**src/rtl/conv1x1_multich_engine.sv**
```systemverilog
// Multi-channel 1x1 convolution engine: per-pixel MAC of IN_CH unsigned activations against
// OUT_CH signed weight columns, followed by bias, rounding shift, optional ReLU and saturation.
module conv1x1_requant #(
    parameter int ACC_WIDTH  = 24,
    parameter int BIAS_WIDTH = 16,
    parameter int OUT_WIDTH  = 8
) (
    input  logic [ACC_WIDTH-1:0]  sum,
    input  logic [BIAS_WIDTH-1:0] bias,
    input  logic [4:0]            shift,
    input  logic                  relu_en,
    output logic [OUT_WIDTH-1:0]  res,
    output logic                  sat
);
    // Two guard bits keep bias add plus rounding constant free of wrap-around.
    localparam int TW = ACC_WIDTH + 2;
    localparam logic signed [TW-1:0] MAXV = {{(TW-OUT_WIDTH+1){1'b0}}, {(OUT_WIDTH-1){1'b1}}};
    localparam logic signed [TW-1:0] MINV = ~MAXV;

    logic signed [TW-1:0] t0, t1, r0, r1;

    always_comb begin
        t0 = $signed({{(TW-ACC_WIDTH){sum[ACC_WIDTH-1]}}, sum})
           + $signed({{(TW-BIAS_WIDTH){bias[BIAS_WIDTH-1]}}, bias});
        t1 = t0;
        if (shift != 5'd0) t1 = t0 + $signed(TW'(1) << (shift - 5'd1));
        r0 = t1 >>> shift;
        if (relu_en && r0 < 0) r0 = '0;
        r1  = r0;
        sat = 1'b0;
        if (r0 > MAXV) begin
            r1  = MAXV;
            sat = 1'b1;
        end else if (r0 < MINV) begin
            r1  = MINV;
            sat = 1'b1;
        end
        res = r1[OUT_WIDTH-1:0];
    end
endmodule

module conv1x1_multich_engine #(
    parameter int DATA_WIDTH = 8,
    parameter int WGT_WIDTH  = 8,
    parameter int BIAS_WIDTH = 16,
    parameter int OUT_WIDTH  = 8,
    parameter int IN_CH      = 16,
    parameter int OUT_CH     = 4,
    parameter int ACC_WIDTH  = 24
) (
    input  logic                          clk,
    input  logic                          rst_n,
    input  logic                          clr,
    input  logic [DATA_WIDTH-1:0]         din,
    input  logic                          din_valid,
    output logic                          din_ready,
    output logic [OUT_CH*OUT_WIDTH-1:0]   dout,
    output logic                          dout_valid,
    input  logic                          dout_ready,
    output logic [OUT_CH-1:0]             sat_flag,
    input  logic                          cfg_we,
    input  logic                          cfg_bias_we,
    input  logic [$clog2(OUT_CH)-1:0]     cfg_lane,
    input  logic [$clog2(IN_CH)-1:0]      cfg_ch,
    input  logic [WGT_WIDTH-1:0]          cfg_wgt,
    input  logic [BIAS_WIDTH-1:0]         cfg_bias,
    input  logic [4:0]                    cfg_shift,
    input  logic                          relu_en
);
    localparam int CW = $clog2(IN_CH);
    localparam int PW = DATA_WIDTH + WGT_WIDTH + 1;

    logic [WGT_WIDTH-1:0]  w_q [OUT_CH][IN_CH];
    logic [WGT_WIDTH-1:0]  w_d [OUT_CH][IN_CH];
    logic [BIAS_WIDTH-1:0] b_q [OUT_CH];
    logic [BIAS_WIDTH-1:0] b_d [OUT_CH];
    logic [CW-1:0]         ch_cnt_q, ch_cnt_d;
    logic [OUT_CH-1:0][PW-1:0]        prod_q, prod_d;
    logic [OUT_CH-1:0][ACC_WIDTH-1:0] acc_q, acc_d, sum;
    logic [OUT_CH-1:0][OUT_WIDTH-1:0] dout_q, dout_d, rq_res;
    logic [OUT_CH-1:0]     sat_q, sat_d, rq_sat;
    logic v1_q, v1_d, first1_q, first1_d, last1_q, last1_d;
    logic dout_valid_q, dout_valid_d;
    logic pipe_en, accept;

    for (genvar k = 0; k < OUT_CH; k++) begin : g_lane
        assign sum[k] = (first1_q ? '0 : acc_q[k])
                      + {{(ACC_WIDTH-PW){prod_q[k][PW-1]}}, prod_q[k]};
        conv1x1_requant #(
            .ACC_WIDTH (ACC_WIDTH),
            .BIAS_WIDTH(BIAS_WIDTH),
            .OUT_WIDTH (OUT_WIDTH)
        ) u_rq (
            .sum    (sum[k]),
            .bias   (b_q[k]),
            .shift  (cfg_shift),
            .relu_en(relu_en),
            .res    (rq_res[k]),
            .sat    (rq_sat[k])
        );
    end

    always_comb begin
        pipe_en   = !dout_valid_q || dout_ready;
        din_ready = pipe_en && !cfg_we && !cfg_bias_we && !clr;
        accept    = din_valid && din_ready;

        w_d = w_q;
        b_d = b_q;
        if (cfg_we && 32'(cfg_lane) < OUT_CH && 32'(cfg_ch) < IN_CH)
            w_d[cfg_lane][cfg_ch] = cfg_wgt;
        if (cfg_bias_we && 32'(cfg_lane) < OUT_CH)
            b_d[cfg_lane] = cfg_bias;

        ch_cnt_d     = ch_cnt_q;
        prod_d       = prod_q;
        v1_d         = v1_q;
        first1_d     = first1_q;
        last1_d      = last1_q;
        acc_d        = acc_q;
        dout_d       = dout_q;
        sat_d        = sat_q;
        dout_valid_d = dout_valid_q;

        if (accept)
            ch_cnt_d = (ch_cnt_q == CW'(IN_CH-1)) ? '0 : ch_cnt_q + CW'(1);

        if (pipe_en) begin
            for (int k = 0; k < OUT_CH; k++)
                prod_d[k] = $signed({1'b0, din}) * $signed(w_q[k][ch_cnt_q]);
            v1_d         = accept;
            first1_d     = (ch_cnt_q == '0);
            last1_d      = (ch_cnt_q == CW'(IN_CH-1));
            dout_valid_d = 1'b0;
            if (v1_q) begin
                if (last1_q) begin
                    acc_d        = '0;
                    dout_d       = rq_res;
                    sat_d        = rq_sat;
                    dout_valid_d = 1'b1;
                end else begin
                    acc_d = sum;
                end
            end
        end

        // Soft clear drops in-flight work but leaves weights/biases intact.
        if (clr) begin
            ch_cnt_d     = '0;
            v1_d         = 1'b0;
            acc_d        = '0;
            dout_valid_d = 1'b0;
            sat_d        = '0;
        end
    end

    always_ff @(posedge clk or negedge rst_n) begin
        if (!rst_n) begin
            for (int k = 0; k < OUT_CH; k++) begin
                b_q[k] <= '0;
                for (int c = 0; c < IN_CH; c++) w_q[k][c] <= '0;
            end
            ch_cnt_q     <= '0;
            prod_q       <= '0;
            v1_q         <= 1'b0;
            first1_q     <= 1'b0;
            last1_q      <= 1'b0;
            acc_q        <= '0;
            dout_q       <= '0;
            sat_q        <= '0;
            dout_valid_q <= 1'b0;
        end else begin
            w_q          <= w_d;
            b_q          <= b_d;
            ch_cnt_q     <= ch_cnt_d;
            prod_q       <= prod_d;
            v1_q         <= v1_d;
            first1_q     <= first1_d;
            last1_q      <= last1_d;
            acc_q        <= acc_d;
            dout_q       <= dout_d;
            sat_q        <= sat_d;
            dout_valid_q <= dout_valid_d;
        end
    end

    assign dout       = dout_q;
    assign dout_valid = dout_valid_q;
    assign sat_flag   = sat_q;
endmodule
```
**config.mk**
```make
export PLATFORM = sky130hd
export DESIGN_NAME = conv1x1_multich_engine
export DESIGN_NICKNAME = d
export VERILOG_FILES = /design/src/rtl/conv1x1_multich_engine.sv
export SDC_FILE = /design/constraint.sdc
export NUM_CORES = 2
export LEC_CHECK = 0
export ABC_AREA = 1
export CAP_MARGIN = 5
export CORE_ASPECT_RATIO = 1.75
export CORE_MARGIN = 5
export CORE_UTILIZATION = 50
export CTS_BUF_LIST = sky130_fd_sc_hd__clkbuf_4 sky130_fd_sc_hd__clkbuf_8
export DETAILED_ROUTE_END_ITERATION = 6
export PLACE_DENSITY = 0.65
export SLEW_MARGIN = 20
export SYNTH_ARGS = -nofsm -noshare
export SYNTH_HDL_FRONTEND = slang
export SYNTH_HIERARCHICAL = 1
export SYNTH_SLANG_ARGS = --single-unit
```
**constraint.sdc**
```tcl
create_clock -name clk -period 6.32 [get_ports clk]
set_input_delay 1.58 -clock clk [delete_from_list [all_inputs] [get_ports clk]]
set_output_delay 1.58 -clock clk [all_outputs]
set_load 0.02 [all_outputs]
```
==> metrics.txt <==
status=complete, but fails checks; failing checks=DRC; I/O pin count=89; drc violations=1; Max clock buf depth=3; Post-Syn Area=0.0743 mm²; Final Instance Area=0.0948 mm²; Min-Delay Path Class=flip-flop to flip-flop; post-synthesis sequential area ratio=0.264; Rows=187; Power Total=45100 µW; Buf+Inv Stages, Crit Path=9; post-synth top area share=0.264; DP HPWL=224 mm; Max Clock Skew=0.107 ns; drt total wl=291 mm; Synth Register Bits=784; worst hold start=dout[23]$_DFFE_PN0P_; Util after Layout=0.640; Worst setup EP type=flip-flop; core area=0.148 mm²; synth unique cells=49; CTS root buf=clkbuf_8; CP required=7.08 ns; die height=520 µm; Vias/cell=5.51; delay-heaviest family, CP=simple AND/OR/NAND/NOR gates; Multi-input gate area=0.0541 mm²; DRT antenna net count=0; CTS tree=yes; Worst-Skew Late Latency=0.92 ns; DR WL/cell=19.8 µm; CTS Hold Bufs=0; Synthesis Warnings=6; full die area=0.157 mm²; commonest cells after routing, fill and taps aside=nand2_1, inv_1, buf_4; Clock Pin Slew Worst Setup and Hold Paths=0.06 ns; DIE WIDTH=301 µm; Critical Path Start=first1_q$_DFFE_PN0P_; post-synthesis instance total=11800; share of layout cells above drive strength 1=0.234; Rel. slew slack=0.208; FF/Latch Area=0.0196 mm²; initial core utilization=0.501; Cell Pwr Density=476 mW/mm²; Max stage delay on crit path=0.53 ns; post-synth net total=12500; final hold viol count=0; initial antenna violation count=8; largest net degree at the start of global routing=142; reg2reg path depth=49; Critical Path AT=6.93 ns; number of global-route vias before repair=79000; Port Buf Inserts=88; worst flop-to-flop path endpoint=dout[11]$_DFFE_PN0P_; CTS sink cnt=784; reg-to-reg critical path startpoint=first1_q$_DFFE_PN0P_; FILL cells=13800; period utilization=0.975; CTS H-tree lvls=3; Nets=13300; dpl cell area=0.0829 mm²; most common cell after layout, fill and taps aside=nand2_1; Worst VDD drop=0.369 mV; WP depth=49; final setup fails=0; MaxCap Viol Count=0; top cells by area, synth=dfrtp_1, nand2_1, inv_1, ha_1, nand3_1; Startpoint Class=flip-flop; average size of a mapped cell=6.27 µm²; Critical Path Fanout Max=8; total grt overflow=0; TritonRoute pass-1 iters=7; R2R Setup Slk=0.15 ns; Slowest cell on crit path=dfrtp_4; gr usage total=0.352; total number of vias=81300; RSZ-0062 raised after global routing=true; Critical Path End=dout[11]$_DFFE_PN0P_; Yosys top cell by area=dfrtp_1; Iter 0 DRT Violations=5406; area delta synth->final=27.6%; first-pass GRT wire length=433 mm; CTS buffer count=117; Fmax=162 MHz; Least-Margin Pin Slew=1.18 ns; Max Slew Vio Count=0; Crit Path Class=flip-flop to flip-flop; GPL Wtd Cong=1.02; Tmin final=6.17 ns; Pleak=0.0494 µW
[power by group]
| group | internal, µW | switching [µW] |
|---|---|---|
| clock network | 2560 | 2240 |
| logic | 14200 | 19600 |
| registers | 5870 | 639 |
| total | 22600 | 22500 |
[stage by stage]
step	setup TNS [ns]	worst slack, ns	instances	hold WS [ns]
after floorplan	0	0.629	11800	0.448
after global placement	-8.20	-0.372	14400	0.454
after detailed placement	-8.86	-0.410	14400	0.458
after CTS	0	0.00319	14600	0.471
after global routing	-4.50	-0.263	14800	0.492
final	0	0.155	14800	0.469
[sequential cells by signal (all words and copies together), names as in the netlist]
signal,count
last1_q,1
acc_q,96
v1_q,1
dout_valid,1
ch_cnt_q,4
first1_q,1
w_q,512
dout,32
b_q,64
prod_q,68
sat_flag,4
[area by class of cell]
cell class	instances	share of cell area
Antenna cell	6	0.000158
Clock buffer	183	0.0243
Clock inverter	27	0.00426
Inverter	1703	0.0684
Multi-Input combinational cell	8924	0.571
Sequential cell	784	0.207
Tap cell	1984	0.0262
Timing Repair Buffer	1143	0.0990
[synth_stat cells, drive strengths merged]
| cell | n |
|---|---|
| clkinv | 10 |
| a31oi | 132 |
| o21ai | 1022 |
| ha | 462 |
| a221oi | 4 |
| clkbuf | 223 |
| nor2 | 1044 |
| nand4 | 134 |
| inv | 1693 |
| o21bai | 6 |
| and3 | 1 |
| nand2 | 4102 |
| fa | 160 |
| xor2 | 55 |
| o22ai | 50 |
| o211ai | 70 |
| a21oi | 302 |
| nor4 | 4 |
| and2 | 92 |
| or2 | 36 |
| dfrtp | 784 |
| a21o | 6 |
| xnor2 | 33 |
| mux2i | 12 |
| nand3b | 42 |
| nor3 | 48 |
| nand3 | 1101 |
| buf | 203 |
| o221ai | 6 |
[cells by family after synthesis]
group,after synthesis,share of synthesized area
compound gates,1598,0.115
xor+xnor,88,0.0104
fa+ha+maj,622,0.121
buf+inv,2129,0.115
flops,784,0.264
mux,12,0.00162
simple gates,6604,0.373
[routing by layer]
metal  track usage  vias to the layer above  share of wire
met2         0.645                     2637           0.51
met4         0.285                        8           0.10
met3        0.0372                     1138          0.043
li1              -                    39200              -
met5             0                        -        0.00020
met1         0.357                    38300           0.35
[how the worst min path moves through the flow]
stage	endpoint	slack [ns]	cells past startpoint
finish	dout[23]$_DFFE_PN0P_	0.47	2
global route	dout[15]$_DFFE_PN0P_	0.49	2
CTS	dout[23]$_DFFE_PN0P_	0.47	2
detailed placement	dout[23]$_DFFE_PN0P_	0.46	2
global placement	dout[17]$_DFFE_PN0P_	0.45	2
floorplan	w_q[102]$_DFFE_PN0P_	0.45	2
[repair_timing]
item	CTS	global route
pin swaps	29	524
setup endpoints to repair	32	33
hold endpoints to repair	0	0
gates resized for setup	278	1545
gates cloned	1	4
setup buffers	13	112
[tightest hold or removal path: stages, from the launching register on]
cell and delay, ns:
dfrtp_1 0.34, nand2_1 0.05, nand2_1 0.05
No activity file was read; power rests on OpenSTA's default activity.
